==> config.mk <==
export PLATFORM = sky130hd
export DESIGN_NAME = pipe_hazard_ctrl
export DESIGN_NICKNAME = d
export VERILOG_FILES = /design/src/rtl/pipe_hazard_ctrl.sv
export SDC_FILE = /design/constraint.sdc
export NUM_CORES = 1
export LEC_CHECK = 0
export CELL_PAD_IN_SITES_DETAIL_PLACEMENT = 2
export CELL_PAD_IN_SITES_GLOBAL_PLACEMENT = 2
export CORE_MARGIN = 2
export CORE_UTILIZATION = 25
export CTS_CLUSTER_DIAMETER = 100
export DETAILED_ROUTE_END_ITERATION = 10
export PLACE_DENSITY = 0.79
export SLEW_MARGIN = 20
export SYNTH_ARGS = -nofsm -noshare
export SYNTH_HDL_FRONTEND = slang
export SYNTH_SLANG_ARGS = --single-unit
==> constraint.sdc <==
create_clock -name clk_i -period 1.7 [get_ports clk_i]
set_input_delay 0.255 -clock clk_i [delete_from_list [all_inputs] [get_ports clk_i]]
set_output_delay 0.255 -clock clk_i [all_outputs]
set_load 0.03 [all_outputs]
==> src/rtl/pipe_hazard_ctrl.sv <==
// rtl/pipe_hazard_ctrl.sv - pipeline hazard controller with stall/flush performance counters
//
// Purpose:
//   Produces the PC / IF-ID / ID-EX / global freeze controls of a classic
//   five-stage pipeline. A busy data memory freezes everything, a load-use
//   dependency inserts exactly one ID/EX bubble, and a taken branch flushes
//   IF/ID. A branch that resolves while the memory is busy is remembered and
//   its flush is issued as soon as the pipeline moves again.
//
// Ports:
//   clk_i            in   clock, all state on rising edge
//   rst_i            in   synchronous active-high reset
//   mem_stall_i      in   data memory busy, freezes whole pipeline
//   id_ex_memread_i  in   instruction in EX is a load
//   id_ex_rt_i       in   [4:0] load destination register
//   if_id_rs_i       in   [4:0] ID source register rs
//   if_id_rt_i       in   [4:0] ID source register rt
//   branch_taken_i   in   branch/jump resolved taken in ID
//   clr_cnt_i        in   synchronous clear of both counters
//   pc_write_o       out  PC update enable
//   if_id_send_o     out  IF/ID load enable (0 = hold)
//   if_id_flush_o    out  IF/ID clear to NOP
//   pipe_stall_o     out  global freeze of all pipeline registers
//   id_ex_bubble_o   out  ID/EX control fields forced to zero
//   stall_cnt_o      out  [CNT_W-1:0] cycles with pc_write_o=0, saturating
//   flush_cnt_o      out  [CNT_W-1:0] flushes issued, saturating

module pipe_hazard_ctrl #(
   parameter int CNT_W = 16
) (
   input  logic             clk_i,
   input  logic             rst_i,
   input  logic             mem_stall_i,
   input  logic             id_ex_memread_i,
   input  logic [4:0]       id_ex_rt_i,
   input  logic [4:0]       if_id_rs_i,
   input  logic [4:0]       if_id_rt_i,
   input  logic             branch_taken_i,
   input  logic             clr_cnt_i,
   output logic             pc_write_o,
   output logic             if_id_send_o,
   output logic             if_id_flush_o,
   output logic             pipe_stall_o,
   output logic             id_ex_bubble_o,
   output logic [CNT_W-1:0] stall_cnt_o,
   output logic [CNT_W-1:0] flush_cnt_o
);

   localparam logic [1:0] ST_RUN = 2'd0;
   localparam logic [1:0] ST_LU  = 2'd1;
   localparam logic [1:0] ST_MEM = 2'd2;

   logic [1:0]       r_state;
   logic             r_flush_pend;
   logic [CNT_W-1:0] r_stall_cnt;
   logic [CNT_W-1:0] r_flush_cnt;

   logic             w_hazard;
   logic [1:0]       w_next_state;

   // Register $zero never carries a real dependency.
   assign w_hazard = id_ex_memread_i & (id_ex_rt_i != 5'd0) &
                     ((id_ex_rt_i == if_id_rs_i) | (id_ex_rt_i == if_id_rt_i));

   always_comb begin
      pc_write_o     = 1'b0;
      if_id_send_o   = 1'b0;
      if_id_flush_o  = 1'b0;
      pipe_stall_o   = 1'b0;
      id_ex_bubble_o = 1'b0;
      w_next_state   = ST_RUN;
      if (rst_i) begin
         // Flushing IF/ID during reset guarantees a NOP on the first cycle out.
         if_id_flush_o = 1'b1;
      end else if (mem_stall_i) begin
         pipe_stall_o = 1'b1;
         w_next_state = ST_MEM;
      end else if (w_hazard && (r_state != ST_LU)) begin
         // Hazard is ignored in LU so a held load-use gets one bubble only.
         id_ex_bubble_o = 1'b1;
         w_next_state   = ST_LU;
      end else begin
         pc_write_o    = 1'b1;
         if_id_send_o  = 1'b1;
         if_id_flush_o = branch_taken_i | r_flush_pend;
         w_next_state  = ST_RUN;
      end
   end

   always_ff @(posedge clk_i) begin
      if (rst_i) begin
         r_state      <= ST_RUN;
         r_flush_pend <= 1'b0;
      end else begin
         r_state <= w_next_state;
         // A branch seen during a memory freeze would otherwise be lost.
         if (mem_stall_i && branch_taken_i)
            r_flush_pend <= 1'b1;
         else if (if_id_flush_o)
            r_flush_pend <= 1'b0;
      end
   end

   always_ff @(posedge clk_i) begin
      if (rst_i || clr_cnt_i) begin
         r_stall_cnt <= '0;
         r_flush_cnt <= '0;
      end else begin
         if (!pc_write_o && !(&r_stall_cnt))
            r_stall_cnt <= r_stall_cnt + 1'b1;
         if (if_id_flush_o && !(&r_flush_cnt))
            r_flush_cnt <= r_flush_cnt + 1'b1;
      end
   end

   assign stall_cnt_o = r_stall_cnt;
   assign flush_cnt_o = r_flush_cnt;

endmodule
==> results of run 1 <==
==> final timing paths <==
check	endpoint	cells past startpoint
worst max register to register	stall_cnt_o[15]	7
worst min register to register	flush_cnt_o[9]	2
worst min-delay path	r_state[0]	3
worst max-delay path	if_id_flush_o	9
==> per-layer routing <==
metal / track usage / vias to the layer above / part of all wire
met5: 0 / - / 0
met4: 0.1075 / 0 / 0.016
met3: 0.04334 / 14 / 0.029
met2: 0.4268 / 70 / 0.53
met1: 0.2976 / 1327 / 0.43
li1: - / 1174 / -
==> cells in the final DEF, fill, tap and decap left out, drive strengths merged, types with 3 or more instances in the layout <==
cell type	n
a21oi	22
and3	9
buf	93
clkbuf	5
clkdlybuf4s15	5
clkdlybuf4s50	12
clkinv	3
dfxtp	35
dlygate4sd2	17
dlymetal6s2s	9
inv	7
mux2i	12
nand2	28
nand3	10
nand4	9
nor2	9
nor2b	3
nor3	5
o2111ai	3
o21ai	9
o31ai	5
or2	3
or3	16
or4	6
xnor2	11
==> registers in the layout, summed over array words and instances (netlist names) <==
| register | count |
|---|---|
| stall_cnt_o | 16 |
| r_flush_pend | 1 |
| r_state | 2 |
| flush_cnt_o | 16 |
==> timing repair <==
item | in CTS | in global routing
cloned | 2 | 1
setup endpoints to repair | 46 | 46
pin swaps | 40 | 31
hold buffers | 0 | 0
setup buffers | 16 | 7
hold endpoints to repair | 0 | 0
resized for setup | 126 | 65
==> where the power goes <==
| part | internal, mW | total, mW | switching (mW) | leakage (nW) |
|---|---|---|---|---|
| Combinational | 0.249 | 0.515 | 0.266 | 1.38 |
| Sequential | 0.824 | 0.830 | 0.00643 | 0.292 |
| Clock | 0.281 | 0.650 | 0.369 | 0.0477 |
==> critical path, cell delays in order <==
cell and delay (ns):
buf_6 0.10, buf_6 0.13, xnor2_4 0.17, nand3_2 0.12, o22a_1 0.27, buf_6 0.15, o21ai_4 0.21, nand2_2 0.08
buf_6 0.14
==> cell families after synthesis <==
group	count (synthesis)
AOI/OAI and AO/OA	56
xor gates and xnor gates	13
adders and majority gates	2
buffers and inverters	18
DFF	35
muxes	12
and+or+nand+nor	105
==> area by class of cell <==
| cell class | count | area, µm² |
|---|---|---|
| Multi-Input combinational cell | 190 | 1669 |
| Timing Repair Buffer | 136 | 1255 |
| Fill cell | 813 | 3915 |
| Inverter | 7 | 28.78 |
| Clock inverter | 3 | 15.01 |
| Clock buffer | 5 | 68.82 |
| Sequential cell | 35 | 728.2 |
| Tap cell | 102 | 127.6 |
==> impl_metrics.py, run 1 <==
metrics = {
    "synthesis": {
        "synth-async-reset-ratio": 0,
        "ys_ff_latch": 35,
        "synth_edf_count": 0,
        "synth_fp_nets": 264,
        "synth_area_per_cell_um2": 8.426,
        "synthAdderAreaFrac": 0.01232,
        "seq_area_frac_synth": 0.3450,
        "netlist_top_cells_area": "dfxtp_1 35%, mux2i_1 5.9%, a21oi_1 5.2%",
        "yosysUniqueCellTypes": 52,
        "synth_xor_area_frac": 0.05607,
        "synthFlopType": "dfxtp_1",
        "synth_top_area_share": 0.3450,
        "synth_compound_area_frac": 0.2070,
        "synth_common_cells": "35 x dfxtp_1, 28 x nand2_1, 21 x a21oi_1, 16 x or3_1, 12 x mux2i_1",
        "synth.area.mux_share": 0.05915,
        "yosysMostFrequentCell": "dfxtp_1",
        "synthSimpleGateAreaFrac": 0.2773,
        "syn_area_um2": 2031,
        "netlist_instances": 241,
        "netlist.top_cell.by_area": "dfxtp_1",
        "yosysWarnings": 0,
        "synth_top_family_by_area": "simple AND/OR/NAND/NOR gates",
    },
    "timing": {
        "whs_ns": 0.4362,
        "period_share": 1.112,
        "slew_headroom": 0.6348,
        "fin_ws_ns": -0.1907,
        "worst_slew_pin_slew_ns": 0.5473,
        "final-setup-viol-count": 34,
        "rsz0062_at_grt": "yes",
        "finClkSkew_ns": 0.01090,
        "maxSlewViolCount": 0,
        "finalSetupTns_ns": -3.294,
        "final_hold_viol_count": 0,
        "max_freq_mhz": 528.9,
        "period_minus_slack_ns": 1.891,
    },
    "finish": {
        "diodes": 0,
        "fin_area_um2": 3892,
        "layout.cells.non_filler": 478,
        "fin_util": 0.4986,
        "nets": 398,
        "layout-drive-gt1-share": 0.5186,
        "area_delta_synth_final_pct": 91.68,
    },
    "die": {
        "ioPinCount": 58,
        "std_cell_rows": 32,
        "die_w_um": 94.13,
        "die-area_um2": 8860,
        "coreArea_um2": 7807,
        "initial_core_util": 0.2601,
        "chipHeight_um": 94.13,
    },
    "setup_path": {
        "worstSetupEndpointType": "output port",
        "worstSetupStartpoint": "id_ex_rt_i[2]",
        "critPathMaxFanout": 2,
        "start_kind": "input port",
        "critPathKind": "in2out",
        "required_ns": 1.44,
        "worst_ep_arrival_time_ns": 1.64,
        "timing.rr.start": "stall_cnt_o[9]",
        "reg2reg_slack_ns": -0.19,
    },
    "worst_hold_path": {
        "hold_path_class": "in2reg",
        "holdCritStartpoint": "mem_stall_i",
    },
    "global_route": {
        "grt_pass1_wl_mm": 16.64,
        "grt_antenna_before_repair": 0,
        "grt_pass1_vias": 2908,
        "gr-total-overflow": 0,
        "grt_max_degree": 25,
        "track_usage": 0.2466,
    },
    "placement": {
        "dp.cells": 447,
        "numPortBuffers": 57,
        "placed_area_um2": 3152,
        "routabilityCongestion": 0.7747,
        "pre_cts_slack_ns": -0.9497,
        "dp_hpwl_mm": 6.206,
    },
    "power": {
        "pwr_density_cell_nw_per_um2": 512.7,
        "peakVddDrop_mv": 0.2707,
        "p_leak_nw": 1.718,
        "power_mw": 1.996,
    },
    "clock_tree": {
        "cts_sinks": 35,
        "worstSkewPairLatency_ns": 0.31,
        "cts_buffer_depth": 2,
        "cts_root_buf": "clkbuf_8",
        "cts.clk_slew.worst_paths_ns": 0.09,
        "cts_buffers": 5,
        "cts_tree": "yes",
        "htreeDepth": 2,
    },
    "routing": {
        "ant_nets": 0,
        "routed_wl_mm": 11.89,
        "drtPass1Iterations": 4,
        "vias": 2585,
        "wl_per_cell_um": 24.87,
        "viasPerCell": 5.408,
        "drtIter0Drc": 142,
        "drc": 0,
    },
    "outcome": {
        "failed_checks": "negative setup slack",
        "status": "finished with violations",
    },
    "run": {
        "drv_cap": 0,
    },
}
(Power assumes the default switching activity.)
==> run 2, diff against run 1 <==
--- a/config.mk
+++ b/config.mk
@@ -11,6 +11,7 @@
 export CORE_UTILIZATION = 25
 export CTS_CLUSTER_DIAMETER = 100
 export DETAILED_ROUTE_END_ITERATION = 10
+export HOLD_SLACK_MARGIN = 0.03
 export PLACE_DENSITY = 0.79
 export SLEW_MARGIN = 20
 export SYNTH_ARGS = -nofsm -noshare
==> results of run 2 <==
Final layout, timing and power as in run 1 (identical DEF).
==> run 3, diff against run 2 <==
--- a/config.mk
+++ b/config.mk
@@ -8,11 +8,12 @@
 export CELL_PAD_IN_SITES_DETAIL_PLACEMENT = 2
 export CELL_PAD_IN_SITES_GLOBAL_PLACEMENT = 2
 export CORE_MARGIN = 2
-export CORE_UTILIZATION = 25
+export CORE_UTILIZATION = 32
 export CTS_CLUSTER_DIAMETER = 100
 export DETAILED_ROUTE_END_ITERATION = 10
+export DONT_BUFFER_PORTS = 1
 export HOLD_SLACK_MARGIN = 0.03
-export PLACE_DENSITY = 0.79
+export PLACE_DENSITY = 0.76
 export SLEW_MARGIN = 20
 export SYNTH_ARGS = -nofsm -noshare
 export SYNTH_HDL_FRONTEND = slang
==> impl_metrics.py, run 3 (synthesis gave the netlist of run 1 again) <==
metrics = {
    "power": {
        "pwr_density_cell_nw_per_um2": 599.8,
        "p_leak_nw": 1.151,
        "peakVddDrop_mv": 0.6437,
    },
    "run": {
        "drv_cap": 0,
    },
    "timing": {
        "rsz0062_at_grt": "yes",
        "final-setup-viol-count": 19,
        "worst_slew_pin_slew_ns": 0.5679,
        "max_freq_mhz": 543.9,
        "final_hold_viol_count": 0,
        "maxSlewViolCount": 0,
        "slew_headroom": 0.6206,
        "fin_ws_ns": -0.1385,
        "period_minus_slack_ns": 1.838,
        "finClkSkew_ns": 0.006658,
        "period_share": 1.081,
    },
    "finish": {
        "area_delta_synth_final_pct": 56.07,
        "nets": 337,
        "diodes": 0,
        "layout.cells.non_filler": 392,
        "final_cell_mix": "62 x buf_4, 26 x nand2_1, 18 x dfxtp_1",
        "regArea_um2": 724.4,
        "final_common_cell": "buf_4",
        "fin_area_um2": 3169,
        "layout-drive-gt1-share": 0.5111,
        "fillers": 657,
        "multi_input_area_um2": 1554,
    },
    "global_route": {
        "grt_pass1_wl_mm": 13.65,
        "track_usage": 0.2451,
        "grt_antenna_before_repair": 0,
        "gr-total-overflow": 0,
        "grt_pass1_vias": 2524,
        "grt_max_degree": 25,
    },
    "setup_path": {
        "critPathKind": "reg2reg",
        "crit_path_top_delay_cell": "or4_1",
        "max_stage_delay_ns": 0.49,
        "critPathMaxFanout": 9,
        "cp_cell_sequence": "and3_4 -> nand3_4 -> o32a_1 -> o21ai_4 -> buf_12 -> or4_1 -> a21oi_1",
        "worstSetupEndpointType": "register",
        "start_kind": "register",
        "required_ns": 1.94,
        "worst_ep_arrival_time_ns": 2.08,
    },
    "clock_tree": {
        "cts.clk_slew.worst_paths_ns": 0.08,
        "cts_sinks": 35,
        "worstSkewPairLatency_ns": 0.31,
        "cts_tree": "yes",
        "cts_buffers": 5,
        "htreeDepth": 2,
        "cts_root_buf": "clkbuf_8",
        "cts_buffer_depth": 2,
    },
    "routing": {
        "drtPass1Iterations": 4,
        "drc": 0,
        "vias": 2329,
        "viasPerCell": 5.941,
        "drtIter0Drc": 114,
        "routed_wl_mm": 10.36,
        "ant_nets": 0,
        "wl_per_cell_um": 26.42,
    },
    "worst_hold_path": {
        "hold_path_class": "in2reg",
    },
    "die": {
        "die-area_um2": 6999,
        "coreArea_um2": 6241,
        "die_w_um": 83.66,
        "chipHeight_um": 83.66,
        "initial_core_util": 0.3254,
        "ioPinCount": 58,
        "std_cell_rows": 29,
    },
    "placement": {
        "placed_area_um2": 2582,
        "dp.cells": 363,
        "numPortBuffers": 0,
        "routabilityCongestion": 0.7858,
        "dp_hpwl_mm": 5.422,
    },
    "outcome": {
        "failed_checks": "negative setup slack",
        "status": "finished with violations",
    },
}
==> run 3: area by class of cell <==
| cell class | count | area share |
|---|---|---|
| Tap cell | 77 | 0.03040 |
| Sequential cell | 35 | 0.2286 |
| Timing Repair Buffer | 77 | 0.2081 |
| Multi-Input combinational cell | 188 | 0.4903 |
| Clock buffer | 7 | 0.03040 |
| Clock inverter | 1 | 0.002369 |
| Inverter | 7 | 0.009870 |
==> run 3: timing repair <==
action	CTS	global route
gates cloned	0	1
buffers inserted	7	14
endpoints found under the hold margin	2	0
hold buffers	1	0
pin swaps	12	18
gates resized for setup	16	55
setup endpoints to repair	19	33
==> run 3: stage by stage <==
stage,util,hold WS (ns),setup slack [ns],TNS [ns],power [mW]
after floorplan,-,0.3832,-0.1419,-1.420,1.018
after global placement,0.4138,0.3268,-0.2191,-4.254,1.085
after detailed placement,0.4138,0.3300,-0.2733,-5.173,1.095
after CTS,0.4491,0.09088,-0.07268,-0.3966,1.835
after global routing,0.5078,0.1078,-0.2124,-2.397,1.964
final,0.5078,0.1092,-0.1385,-0.8895,1.901
==> run 3: where the power goes <==
group,total [mW],leakage (nW),internal (mW),switching (mW)
Clock,0.729,0.0505,0.369,0.360
Sequential,0.832,0.291,0.825,0.00719
Combinational,0.339,0.809,0.153,0.187
Total,1.90,1.15,1.35,0.554
==> run 3: worst paths after layout <==
check / cells after the start / slack (ns) / endpoint / startpoint
worst max-delay path: 7 / -0.14 / stall_cnt_o[13] / stall_cnt_o[4]
worst min-delay path: 2 / 0.11 / r_flush_pend / mem_stall_i
worst max register to register: 7 / -0.14 / stall_cnt_o[13] / stall_cnt_o[4]
worst min register to register: 2 / 0.53 / r_flush_pend / r_flush_pend
==> run 3: critical path, delay by kind of cell, from the launching register on <==
family	cells	cell delay, ns
simple gates	3	0.78
buf+inv	1	0.15
compound gates	3	0.51
flops	1	0.33
==> run 3: layer usage <==
metal  global-route usage  part of all wire  vias up
met1               0.2923              0.40     1175
met3              0.05836             0.051       30
met5                    0                 0        -
li1                     -                 -     1044
met4              0.09971             0.044        0
met2               0.4218              0.51       80
